## config.mk

```make
export PLATFORM = sky130hd
export DESIGN_NAME = interval_timer
export DESIGN_NICKNAME = d
export VERILOG_FILES = /design/src/rtl/interval_timer_pkg.sv /design/src/rtl/tmr_downcnt.sv /design/src/rtl/interval_timer.sv
export SDC_FILE = /design/constraint.sdc
export NUM_CORES = 1
export LEC_CHECK = 0
export ABC_AREA = 0
export CORE_MARGIN = 1
export CORE_UTILIZATION = 33
export CTS_CLUSTER_DIAMETER = 200
export DETAILED_ROUTE_END_ITERATION = 16
export PLACE_DENSITY = 0.61
export SLEW_MARGIN = 20
export SYNTH_ARGS = -nofsm -noshare
export SYNTH_HDL_FRONTEND = slang
export SYNTH_HIERARCHICAL = 1
export SYNTH_SLANG_ARGS = --single-unit
```

## constraint.sdc

```tcl
create_clock -name CK -period 5.5 [get_ports CK]
set_clock_uncertainty 0.15 [all_clocks]
set_input_delay 0.55 -clock CK [delete_from_list [all_inputs] [get_ports CK]]
set_output_delay 0.55 -clock CK [all_outputs]
set_load 0.005 [all_outputs]
```

## src/rtl/interval_timer_pkg.sv

```systemverilog
// -----------------------------------------------------------------------------
// interval_timer_pkg
//   Shared definitions for the interval timer slice.
//   - TMR_DEFAULT_W : default width of the count and reload values.
//   - tmr_state_e   : control FSM encoding (IDLE, RUN).
//   - tmr_state_name: helper that maps a state to a short printable tag.
// -----------------------------------------------------------------------------
package interval_timer_pkg;

   localparam int unsigned TMR_DEFAULT_W = 8;

   typedef enum logic {
      IDLE = 1'b0,
      RUN  = 1'b1
   } tmr_state_e;

   function automatic string tmr_state_name(input tmr_state_e s);
      case (s)
         IDLE:    return "IDLE";
         RUN:     return "RUN";
         default: return "????";
      endcase
   endfunction

endpackage : interval_timer_pkg

```

## src/rtl/tmr_downcnt.sv

```systemverilog
// -----------------------------------------------------------------------------
// tmr_downcnt
//   Loadable W-bit down-counter that saturates at zero.
//   Ports:
//     clk        : clock, rising edge
//     rst        : asynchronous active-high reset, clears the count
//     load       : when high, count takes load_val (load wins over dec_en)
//     load_val   : value written on load
//     dec_en     : when high and count is non-zero, count decrements by one
//     count      : current count
//     zero       : high while count == 0
// -----------------------------------------------------------------------------
module tmr_downcnt
   import interval_timer_pkg::*;
#(
   parameter int unsigned W = TMR_DEFAULT_W
) (
   input  logic         clk,
   input  logic         rst,
   input  logic         load,
   input  logic [W-1:0] load_val,
   input  logic         dec_en,
   output logic [W-1:0] count,
   output logic         zero
);

   logic [W-1:0] count_q;
   logic [W-1:0] count_d;
   logic         is_zero;

   assign is_zero = (count_q == '0);

   // The zero guard keeps the counter from wrapping even if a caller
   // asserts dec_en at zero.
   always_comb begin
      count_d = count_q;
      if (load) begin
         count_d = load_val;
      end else if (dec_en && !is_zero) begin
         count_d = count_q - W'(1);
      end
   end

   always_ff @(posedge clk or posedge rst) begin
      if (rst) begin
         count_q <= '0;
      end else begin
         count_q <= count_d;
      end
   end

   assign count = count_q;
   assign zero  = is_zero;

endmodule : tmr_downcnt

```

## src/rtl/interval_timer.sv

```systemverilog
// -----------------------------------------------------------------------------
// interval_timer
//   Programmable interval timer with one-shot and periodic modes.
//   Ports:
//     CK    : clock, all state updates on the rising edge
//     CLR   : asynchronous active-high reset
//     D     : reload value, captured into the reload register when LD=1
//     LD    : reload register write strobe (either state)
//     START : load the count from the reload value and enter RUN
//     STOP  : abort to IDLE, count held, no expiry pulse (beats START/expiry)
//     EN    : tick qualifier; the count only moves on EN=1 cycles in RUN
//     MODE  : 0 = one-shot, 1 = periodic; sampled at each expiry
//     Q     : current count
//     Z     : registered expiry pulse, one CK cycle per expiry
//     BUSY  : high while the FSM is in RUN (this is the FSM state bit)
//
//   An expiry is an EN=1 cycle in RUN with Q already at zero, so the period
//   in periodic mode is reload+1 enabled cycles. Z appears on the cycle after
//   the expiry edge is decided, i.e. it is registered alongside the reload.
// -----------------------------------------------------------------------------
module interval_timer
   import interval_timer_pkg::*;
#(
   parameter int unsigned W = TMR_DEFAULT_W
) (
   input  logic         CK,
   input  logic         CLR,
   input  logic [W-1:0] D,
   input  logic         LD,
   input  logic         START,
   input  logic         STOP,
   input  logic         EN,
   input  logic         MODE,
   output logic [W-1:0] Q,
   output logic         Z,
   output logic         BUSY
);

   tmr_state_e   state_q, state_d;
   logic [W-1:0] reload_q, reload_d;
   logic         z_q, z_d;

   logic         cnt_load;
   logic [W-1:0] cnt_load_val;
   logic         cnt_dec;
   logic [W-1:0] cnt_value;
   logic         cnt_zero;

   // ---------------------------------------------------------------------------
   // Next-state / datapath control.
   // Priority: STOP > START > counting. LD is independent of all of them and
   // only touches the reload register; START with LD in the same cycle takes
   // the fresh D so software can load-and-go in one write.
   // An expiry reloads from the reload register's current contents, so an LD
   // issued during a count only shows up at the following reload.
   // ---------------------------------------------------------------------------
   always_comb begin
      state_d      = state_q;
      reload_d     = reload_q;
      z_d          = 1'b0;
      cnt_load     = 1'b0;
      cnt_load_val = reload_q;
      cnt_dec      = 1'b0;

      if (LD) begin
         reload_d = D;
      end

      if (STOP) begin
         state_d = IDLE;
      end else if (START) begin
         cnt_load     = 1'b1;
         cnt_load_val = LD ? D : reload_q;
         state_d      = RUN;
      end else begin
         case (state_q)
            RUN: begin
               if (EN) begin
                  if (!cnt_zero) begin
                     cnt_dec = 1'b1;
                  end else begin
                     z_d = 1'b1;
                     if (MODE) begin
                        cnt_load = 1'b1;
                     end else begin
                        state_d = IDLE;
                     end
                  end
               end
            end
            default: begin
               // IDLE: count held, EN ignored.
               state_d = IDLE;
            end
         endcase
      end
   end

   always_ff @(posedge CK or posedge CLR) begin
      if (CLR) begin
         state_q  <= IDLE;
         reload_q <= '0;
         z_q      <= 1'b0;
      end else begin
         state_q  <= state_d;
         reload_q <= reload_d;
         z_q      <= z_d;
      end
   end

   tmr_downcnt #(
      .W (W)
   ) u_downcnt (
      .clk      (CK),
      .rst      (CLR),
      .load     (cnt_load),
      .load_val (cnt_load_val),
      .dec_en   (cnt_dec),
      .count    (cnt_value),
      .zero     (cnt_zero)
   );

   assign Q    = cnt_value;
   assign Z    = z_q;
   assign BUSY = (state_q == RUN);

endmodule : interval_timer
```

* Word-level counts from Yosys, hierarchy flattened
Index checks and enable logic that the tools add are counted.
** Storage, ports and cells
- Flip-flop bits (word level) :: 18
- Input port bits :: 15
- Output and inout port bits :: 10
- Word-level logic and storage cells :: 35
** Operators by class
- $add $sub $neg :: 1
- Muxes and demuxes :: 26
- Reduce and logical (&&, ||, !) cells :: 4
** Operators by type and width (count)
- 2-to-1 mux 8 bit :: 5
- 2-to-1 mux 1 bit :: 21
- logical NOT 8 bit :: 1
- subtractor 8 x 1 -> 8 bit (second input constant) :: 1
- nonzero test 2 bit :: 1
- logical AND 1 bit :: 1
- logical NOT 1 bit :: 1

* Logic depth before layout (Yosys ltp)
Gate-level depths: netlist (run 1).
- Depth in word-level cells :: 9
- Gate-level depth with buffers :: 11
- Mapped depth without buffers :: 9

* Cells and area by module
Netlist (run 1), hierarchy kept.
** Modules (own cells, without submodules)
- tmr_downcnt :: instances 1, cells an instance 64, area each 549.3 µm², seq. area each 200.2 µm²
- interval_timer :: instances 1, cells an instance 37, area each 509.2 µm², seq. area each 250.2 µm²

* Least setup slack after synthesis (run 1)
No wires, ideal clock.
- Path kind :: register to register
- From :: reg u_downcnt.count_q[0] (netlist: u_downcnt/count[0])
- To :: reg u_downcnt.count_q[5] (netlist: u_downcnt/count[5])
- Setup time :: 82 ps
- Data arrival time :: 2569 ps
- Data required time :: 5268 ps
- Path slack :: 2699 ps
- Cell stages (with the launch flop) :: 9
- Path buffers :: 0
- Clock period less this slack :: 2801 ps
- Cells stage by stage :: dfrtp_1 inv_1 ha_1 or3b_2 nor2_1 nor4_1 or3b_2 or4_1 a31oi_1
** Between the ends
- Cells in the longest elaborated chain, start to end :: 8
- Elaborated cells on any way between the ends :: 17
- Classes of those cells :: add/sub: 1; mux: 12; reduce/logical: 4
** RTL lines
- start, declared :: RTL line tmr_downcnt.sv:27 : logic [W-1:0] count_q;
- start signal, assigned :: RTL line tmr_downcnt.sv:48 : count_q <= count_d;
- logical NOT 8 bit :: RTL line tmr_downcnt.sv:31 : assign is_zero = (count_q == '0);
- net cnt_zero :: RTL line interval_timer.sv:47 : logic cnt_zero;
- 2-to-1 mux 1 bit :: RTL line interval_timer.sv:79 : if (!cnt_zero) begin
- 2-to-1 mux 1 bit :: RTL line interval_timer.sv:78 : if (EN) begin
- 2-to-1 mux 1 bit :: RTL line interval_timer.sv:76 : case (state_q)
- 2-to-1 mux 1 bit :: RTL line interval_timer.sv:71 : end else if (START) begin
- 2-to-1 mux 1 bit :: RTL line interval_timer.sv:69 : if (STOP) begin
- net cnt_dec :: RTL line interval_timer.sv:45 : logic cnt_dec;
- logical AND 1 bit :: RTL line tmr_downcnt.sv:39 : end else if (dec_en && !is_zero) begin
- nonzero test 2 bit (no source line)
The timed path passes the listed nets, and every way through them passes these cells. The select of a mux whose other input is x is not followed.
A chain may end at the register's enable or synchronous reset.

* Worst setup path after layout (run 1)
Ends and elaborated chain as after synthesis.

==> results of run 1 <==
## layout make-up
class | count | share of cell area
multi-input cells | 74 | 0.420
well taps | 44 | 0.0406
repair buffers | 24 | 0.177
clock buffers | 3 | 0.0166
inverters | 5 | 0.0138
flip-flops and latches | 18 | 0.332
## per-layer routing
metal / vias to the layer above / part of all wire / track usage / routed length, µm
li1: 429 / - / - / -
met1: 403 / 0.51 / 0.219 / 1180
met2: 25 / 0.44 / 0.245 / 1010
met3: 2 / 0.046 / 0.0132 / 106
met4: 0 / 0.0090 / 0.0544 / 21
met5: - / 0 / 0 / 0
## sequential cells by signal (all words and copies together) (netlist names)
register / flops
BUSY: 1
u_downcnt/count: 8
Z: 1
reload_q: 8
## path summary, 6_finish.rpt
check / from / slack (ns) / cells past startpoint / endpoint
max: u_downcnt/count[0]$_DFFE_PP0P_ / 2.35 / 8 / u_downcnt/count[5]$_DFFE_PP0P_
min: reload_q[4]$_DFF_PP0_ / 0.37 / 1 / reload_q[4]$_DFF_PP0_
max reg2reg: u_downcnt/count[0]$_DFFE_PP0P_ / 2.35 / 8 / u_downcnt/count[5]$_DFFE_PP0P_
min reg2reg: reload_q[4]$_DFF_PP0_ / 0.37 / 1 / reload_q[4]$_DFF_PP0_
max in group asynchronous: CLR / 4.50 / 2 / reload_q[5]$_DFF_PP0_
min in group asynchronous: CLR / 0.40 / 2 / u_downcnt/count[7]$_DFFE_PP0P_
## cell usage in the layout, fill, tap and decap left out, drive strengths merged, types with 2 or more instances in the layout
cell type       n
clkdlybuf4s50  24
or4             3
nor4b           2
o31ai           2
dfrtp          18
nand2           7
ha              2
or3b            2
o211ai          3
mux2           16
o21ai           2
inv             5
nor2b           2
a31oi           4
nor2           11
nor4            2
clkbuf          3
## critical path, cell delays in order (launching register included)
cell and delay (ns):
dfrtp_1 0.43, inv_1 0.10, ha_1 0.24, or3b_2 0.23, nor2_1 0.07, nor4_1 0.63
or3b_2 0.56, or4_1 0.48, a31oi_1 0.18
## through the flow
step | instances | total power, µW | cell area (µm²) | util
2_1_floorplan | 101 | 217 | 1060 | -
3_3_place_gp | 165 | 261 | 1330 | 0.437
3_5_place_dp | 165 | 264 | 1330 | 0.437
4_1_cts | 168 | 331 | 1360 | 0.444
5_1_grt | 168 | 352 | 1360 | 0.444
6_report | 168 | 327 | 1360 | 0.444
## power groups by stage
stage | clock network (µW) | registers (µW) | logic, µW
after detailed placement | 0 | 170 | 93.9
after global routing | 76.4 | 171 | 104
after global placement | 0 | 169 | 92.0
after CTS | 68.7 | 168 | 94.5
final | 65.3 | 168 | 94.0
after floorplan | 0 | 167 | 49.5
## kinds of logic (layout without fill, tap and decap cells)
logic type,Yosys count,after routing,share of synthesized area
compound gates,22,22,0.160
fa+ha+maj,2,2,0.0236
buf+inv,9,32,0.0366
flops,18,18,0.426
mux,16,16,0.170
simple gates,34,34,0.184
==> flow_summary.json, run 1 <==
{
  "status": "completed",
  "worstMarginPinSlew_ns": 0.986,
  "ys_seq_elements": 18,
  "nFillCells": 321,
  "num_vias": 859,
  "wl_mm": 2.32,
  "place.gp.congestion": 0.799,
  "syn-num-nets": 118,
  "synth_ff_type": "dfrtp_1",
  "areaGrowthSynthToFinish_pct": 28.1,
  "synthCells": 101,
  "drive_gt1_frac": 0.185,
  "antenna_cells": 0,
  "row_count": 20,
  "cts_htree_levels": 1,
  "post-synth-top-area-cell": "dfrtp_1",
  "die-area_um2": 3440,
  "antenna_found_initial": 0,
  "maxSlewHeadroom": 0.337,
  "comb_power_share": 0.287,
  "synthArstFlopShare": 1.00,
  "cp-end-kind": "register",
  "cts_post_setup_buffers_inserted": 0,
  "synth_edf_count": 0,
  "io_pins": 25,
  "grt-ovfl-total": 0,
  "seqCellArea_um2": 450,
  "initial_core_util": 0.347,
  "timing.final.ws_setup_ns": 2.35,
  "clock.fmax_mhz": 317,
  "drv_cap": 0,
  "yosysMostFrequentCell": "dfrtp_1",
  "die_w_um": 58.6,
  "synth_top_area_share": 0.426,
  "yosys_warnings": 6,
  "synth_common_cells": "dfrtp_1 (18), mux2_2 (16), nor2_1 (11), nand2_1 (7), inv_1 (5)",
  "post-place-ws_ns": 2.24,
  "drtPass1Iterations": 4,
  "cts.sinks": 18,
  "rsz0062_at_grt": "no",
  "p_clk_frac": 0.199,
  "grt_pass1_wl_mm": 4.03,
  "root_buffer": "clkbuf_4",
  "ys_seq_area_frac": 0.426,
  "crit_required_ns": 5.56,
  "insertion_delay_ns": 0.28,
  "finalSetupViolations": 0,
  "core_um2": 3050,
  "avgSynthCellArea_um2": 10.5,
  "powerDensity_nw_per_um2": 241,
  "yosys-top-cells-area": "dfrtp_1 (43%), mux2_2 (17%), nor2_1 (3.9%)",
  "swShare": 0.300,
  "peakVddDrop_v": 0.0000940,
  "wl_per_cell_um": 13.8,
  "finalCritPeriodShare": 0.573,
  "drtIter0Drc": 16,
  "p_leak_uw": 0.000515,
  "grt_pass1_vias": 882,
  "io_buffers": 24,
  "final_net_count": 143,
  "post-route-min-period_ns": 3.15,
  "cts_buffers": 3,
  "worstSetupPathType": "reg -> reg",
  "routed_via_density": 5.11,
  "grt_max_degree": 12,
  "cts_tree": "done",
  "multi_input_area_um2": 569,
  "critPathArrivalTime_ns": 3.21,
  "pwr-share-seq": 0.513,
  "syn-cell-area_um2": 1060,
  "dieHeight_um": 58.6,
  "min_path_type": "reg -> reg",
  "drc_errors": 0,
  "groute.usage.overall": 0.154,
  "hold_slack_ns": 0.366,
  "path_max_fanout": 6,
  "cts_resized": 0,
  "critPathLaunchType": "register",
  "p_sw_uw": 98.0,
  "final_antenna_net_count": 0,
  "cts_buffer_depth": 2,
  "synth_cell_types": 34,
  "path_clk_slew_ns": 0.10,
  "fin_setup_tns_ns": 0,
  "report.final.slew_viol_count": 0,
  "hpwlAfterDp_mm": 1.77,
  "ctsHoldBuffers": 0,
  "hold_violations": 0,
  "p_int_uw": 229
}
Power figures use the tool's default switching activity.
==> inputs of run 2 (changes only) <==
clock period = 3 ns   (was 5.5 ns; I/O delays follow)
==> flow_summary.json, run 2 (synthesis results as in run 1) <==
{
  "status": "completed",
  "slowest_stage": "or3b_2",
  "fin_setup_tns_ns": 0,
  "cts_post_setup_buffers_inserted": 0,
  "hold_violations": 0,
  "final_common_cell": "clkdlybuf4s50_1",
  "wl_per_cell_um": 13.8,
  "cts_buffer_depth": 2,
  "antenna_found_initial": 0,
  "use_met1": 0.224,
  "worstMarginPinSlew_ns": 0.592,
  "cts.sinks": 18,
  "finalCritPeriodShare": 0.930,
  "cts_resized": 0,
  "groute.usage.overall": 0.153,
  "crit_buf_inv": 1,
  "initial_core_util": 0.347,
  "fin_area_um2": 1390,
  "ctsHoldBuffers": 0,
  "report.final.slew_viol_count": 0,
  "peakVddDrop_v": 0.000225,
  "cts_htree_levels": 1,
  "path_cells": "inv_1 > ha_1 > or3b_2 > nor2_1 > nor4_1 > or3b_2 > or4_1 > a31oi_1",
  "min_path_type": "in -> async",
  "worstSetupPathType": "reg -> reg",
  "die_w_um": 58.6,
  "critPathArrivalTime_ns": 2.86,
  "io_buffers": 24,
  "grt_pass1_vias": 843,
  "powerDensity_nw_per_um2": 434,
  "wl_mm": 2.37,
  "post-route-min-period_ns": 2.79,
  "mostFrequentLayoutCells": "clkdlybuf4s50_1 (24), dfrtp_1 (18), mux2_2 (16)",
  "cts_buffers": 3,
  "placed_area_um2": 1360,
  "p_leak_uw": 0.000535,
  "hold_slack_ns": 0.156,
  "crit_required_ns": 3.07,
  "final_net_count": 147,
  "cpMostUsedCell": "or3b_2",
  "fin_util": 0.454,
  "cp-end-kind": "register",
  "num_vias": 868,
  "place.gp.congestion": 0.816,
  "gr-usage-met2": 0.228,
  "row_count": 20,
  "maxSlewHeadroom": 0.604,
  "hpwlAfterDp_mm": 1.78,
  "drtPass1Iterations": 4,
  "core_um2": 3050,
  "routed_via_density": 5.05,
  "rsz0062_at_grt": "no",
  "cp_top_family": "simple AND/OR/NAND/NOR gates",
  "final_antenna_net_count": 0,
  "path_max_fanout": 5,
  "grt-ovfl-total": 0,
  "critPathLaunchType": "register",
  "grt_pass1_wl_mm": 3.90,
  "insertion_delay_ns": 0.28,
  "io_pins": 25,
  "grt_busiest_layer": "met2",
  "root_buffer": "clkbuf_4",
  "clock.fmax_mhz": 358,
  "drive_gt1_frac": 0.211,
  "antenna_cells": 0,
  "drtIter0Drc": 22,
  "gr-usage-met3": 0.0198,
  "grt_max_degree": 12,
  "dieHeight_um": 58.6,
  "drv_cap": 0,
  "path_clk_slew_ns": 0.10,
  "die-area_um2": 3440,
  "drc_errors": 0,
  "nFillCells": 304,
  "finalSetupViolations": 0,
  "cts_tree": "done",
  "critPathMaxStageDelay_ns": 0.55,
  "areaGrowthSynthToFinish_pct": 31.0
}
run 2: final timing paths:
path / slack (ns) / depth (start not counted) / end / from
max reg2reg: 0.21 / 8 / u_downcnt/count[5]$_DFFE_PP0P_ / u_downcnt/count[0]$_DFFE_PP0P_
min in group CK: 0.36 / 1 / reload_q[7]$_DFF_PP0_ / reload_q[7]$_DFF_PP0_
min reg2reg: 0.36 / 1 / reload_q[7]$_DFF_PP0_ / reload_q[7]$_DFF_PP0_
max: 0.21 / 8 / u_downcnt/count[5]$_DFFE_PP0P_ / u_downcnt/count[0]$_DFFE_PP0P_
min: 0.16 / 2 / u_downcnt/count[7]$_DFFE_PP0P_ / CLR
max in group asynchronous: 2.24 / 2 / Z$_DFF_PP0_ / CLR
run 2: where the power goes:
part | switching [µW] | total, µW | internal, µW | leakage (µW)
Combinational | 71.0 | 174 | 103 | 0.000308
Clock | 71.4 | 118 | 46.6 | 0.0000138
Sequential | 35.4 | 308 | 273 | 0.000214
run 2: worst reg2reg max path: stages, from the launching register on:
cell and delay, ns:
dfrtp_1 0.42, inv_1 0.10, ha_1 0.23, or3b_2 0.22
nor2_1 0.07, nor4_1 0.33, or3b_2 0.55, or4_1 0.49
a31oi_1 0.16
run 2: final cells by class:
type                            count  area, µm²  share of cell area
Sequential cell                    18        450               0.325
Multi-Input combinational cell     74        569               0.411
Tap cell                           44       55.1              0.0397
Timing Repair Buffer               28        270               0.195
Clock buffer                        3       22.5              0.0162
Inverter                            5       18.8              0.0135
run 2: per-layer routing:
metal / vias up / wire [µm]
li1: 437 / -
met1: 413 / 1200
met2: 16 / 1050
met3: 2 / 95
met4: 0 / 25
met5: - / 0
run 2: through the flow:
step           instances  worst slack, ns  total power (µW)
2_1_floorplan        101            0.199               397
3_3_place_gp         169            0.317               483
3_5_place_dp         169            0.263               487
4_1_cts              172            0.222               609
5_1_grt              172           0.0620               644
6_report             172            0.211               601
==> inputs of run 3 (changes only) <==
ABC_CLOCK_PERIOD_IN_PS = 3000   (was unset)
CORE_ASPECT_RATIO = 1.2   (was unset)
CORE_MARGIN = 2   (was 1)
==> flow_summary.json, run 3 (synthesis results as in run 1) <==
{
  "hpwlAfterDp_mm": 1.87,
  "grt_max_degree": 12,
  "worstSetupPathType": "reg -> reg",
  "final_antenna_net_count": 0,
  "cts_post_setup_buffers_inserted": 0,
  "core_um2": 3060,
  "rsz0062_at_grt": "no",
  "routed_via_density": 5.45,
  "peakVddDrop_v": 0.000224,
  "areaGrowthSynthToFinish_pct": 31.3,
  "clock.fmax_mhz": 362,
  "drtIter0Drc": 42,
  "worstMarginPinSlew_ns": 0.589,
  "finalCritPeriodShare": 0.921,
  "cts.sinks": 18,
  "cts_buffer_depth": 2,
  "crit_required_ns": 3.07,
  "cts_tree": "done",
  "path_clk_slew_ns": 0.10,
  "fin_area_um2": 1390,
  "place.gp.congestion": 0.855,
  "fin_setup_tns_ns": 0,
  "nFillCells": 299,
  "report.final.slew_viol_count": 0,
  "antenna_cells": 0,
  "finalSetupViolations": 0,
  "num_vias": 900,
  "io_pins": 25,
  "grt_pass1_vias": 911,
  "cts_buffers": 3,
  "slowest_stage": "or3b_2",
  "post-route-min-period_ns": 2.76,
  "dieHeight_um": 66.0,
  "cp_top_family": "simple AND/OR/NAND/NOR gates",
  "hold_slack_ns": 0.140,
  "cpMostUsedCell": "or3b_2",
  "hold_violations": 0,
  "initial_core_util": 0.346,
  "status": "completed",
  "powerDensity_nw_per_um2": 437,
  "critPathArrivalTime_ns": 2.84,
  "min_path_type": "in -> async",
  "row_count": 22,
  "die_w_um": 55.7,
  "crit_buf_inv": 1,
  "grt-ovfl-total": 0,
  "grt_pass1_wl_mm": 4.29,
  "cts_htree_levels": 1,
  "root_buffer": "clkbuf_4",
  "wl_mm": 2.47,
  "placed_area_um2": 1360,
  "critPathMaxStageDelay_ns": 0.54,
  "final_net_count": 148,
  "maxSlewHeadroom": 0.607,
  "io_buffers": 24,
  "fin_util": 0.455,
  "power_uw": 607,
  "mostFrequentLayoutCells": "clkdlybuf4s50_1 (24), dfrtp_1 (18), mux2_2 (16)",
  "rr_worst_depth": 8,
  "drc_errors": 0,
  "p_leak_uw": 0.000540,
  "drv_cap": 0,
  "drtPass1Iterations": 4,
  "path_cells": "inv_1 > ha_1 > or3b_2 > nor2_1 > nor4_2 > or3b_2 > or4_1 > a31oi_1",
  "cp-end-kind": "register",
  "final_common_cell": "clkdlybuf4s50_1",
  "insertion_delay_ns": 0.29,
  "die-area_um2": 3680,
  "reg2reg_setup_slack_ns": 0.24,
  "antenna_found_initial": 0,
  "timing.rr.end": "u_downcnt/count[5]$_DFFE_PP0P_",
  "path_max_fanout": 5,
  "r2r-start": "u_downcnt/count[0]$_DFFE_PP0P_",
  "critPathLaunchType": "register",
  "groute.usage.overall": 0.154,
  "wl_per_cell_um": 15.0,
  "drive_gt1_frac": 0.225
}
[run 3: cell types whose count changed in the layout (fill, tap and decap cells not counted)]
cell    before  now
buf_4        4    5
nor4_1       2    1
nor4_2       0    1
[run 3: worst max path at each step]
stage	start	endpoint	slack (ns)	depth (start not counted)
after global placement	u_downcnt/count[0]$_DFFE_PP0P_	u_downcnt/count[5]$_DFFE_PP0P_	0.31	8
after floorplan	u_downcnt/count[0]$_DFFE_PP0P_	u_downcnt/count[5]$_DFFE_PP0P_	0.20	8
after global routing	u_downcnt/count[0]$_DFFE_PP0P_	u_downcnt/count[2]$_DFFE_PP0P_	0.03	9
after CTS	u_downcnt/count[0]$_DFFE_PP0P_	u_downcnt/count[5]$_DFFE_PP0P_	0.19	8
final	u_downcnt/count[0]$_DFFE_PP0P_	u_downcnt/count[5]$_DFFE_PP0P_	0.24	8
after detailed placement	u_downcnt/count[0]$_DFFE_PP0P_	u_downcnt/count[5]$_DFFE_PP0P_	0.21	8
[run 3: layout make-up]
cell class	count	area, µm²	share of cell area
inverters	5	18.8	0.0135
well taps	36	45.0	0.0324
flip-flops and latches	18	450	0.324
multi-input cells	74	576	0.414
clock buffers	3	22.5	0.0162
repair buffers	29	278	0.200
[run 3: power by group]
group | internal (µW) | switching [µW] | leakage, µW
registers | 273 | 35.0 | 0.000214
clock network | 46.7 | 76.0 | 0.0000138
logic | 105 | 71.3 | 0.000313
[run 3: worst register-to-register path, cell delays in order (launching register included)]
cell,delay (ns)
dfrtp_1,0.42
inv_1,0.10
ha_1,0.24
or3b_2,0.23
nor2_1,0.08
nor4_2,0.28
or3b_2,0.54
or4_1,0.49
a31oi_1,0.17
[run 3: routing by layer]
layer,share of wire,GRT usage
met1,0.46,0.198
met2,0.48,0.244
met3,0.032,0.0235
met4,0.024,0.0945
met5,0,0
[run 3: timing repair]
action,CTS,global route
hold buffers,0,0
setup endpoints to repair,0,1
gates resized for setup,0,1
[run 3: stage by stage]
| stage | setup slack, ns | instances |
|---|---|---|
| 2_1_floorplan | 0.199 | 101 |
| 3_3_place_gp | 0.311 | 162 |
| 3_5_place_dp | 0.214 | 162 |
| 4_1_cts | 0.189 | 165 |
| 5_1_grt | 0.0302 | 165 |
| 6_report | 0.236 | 165 |
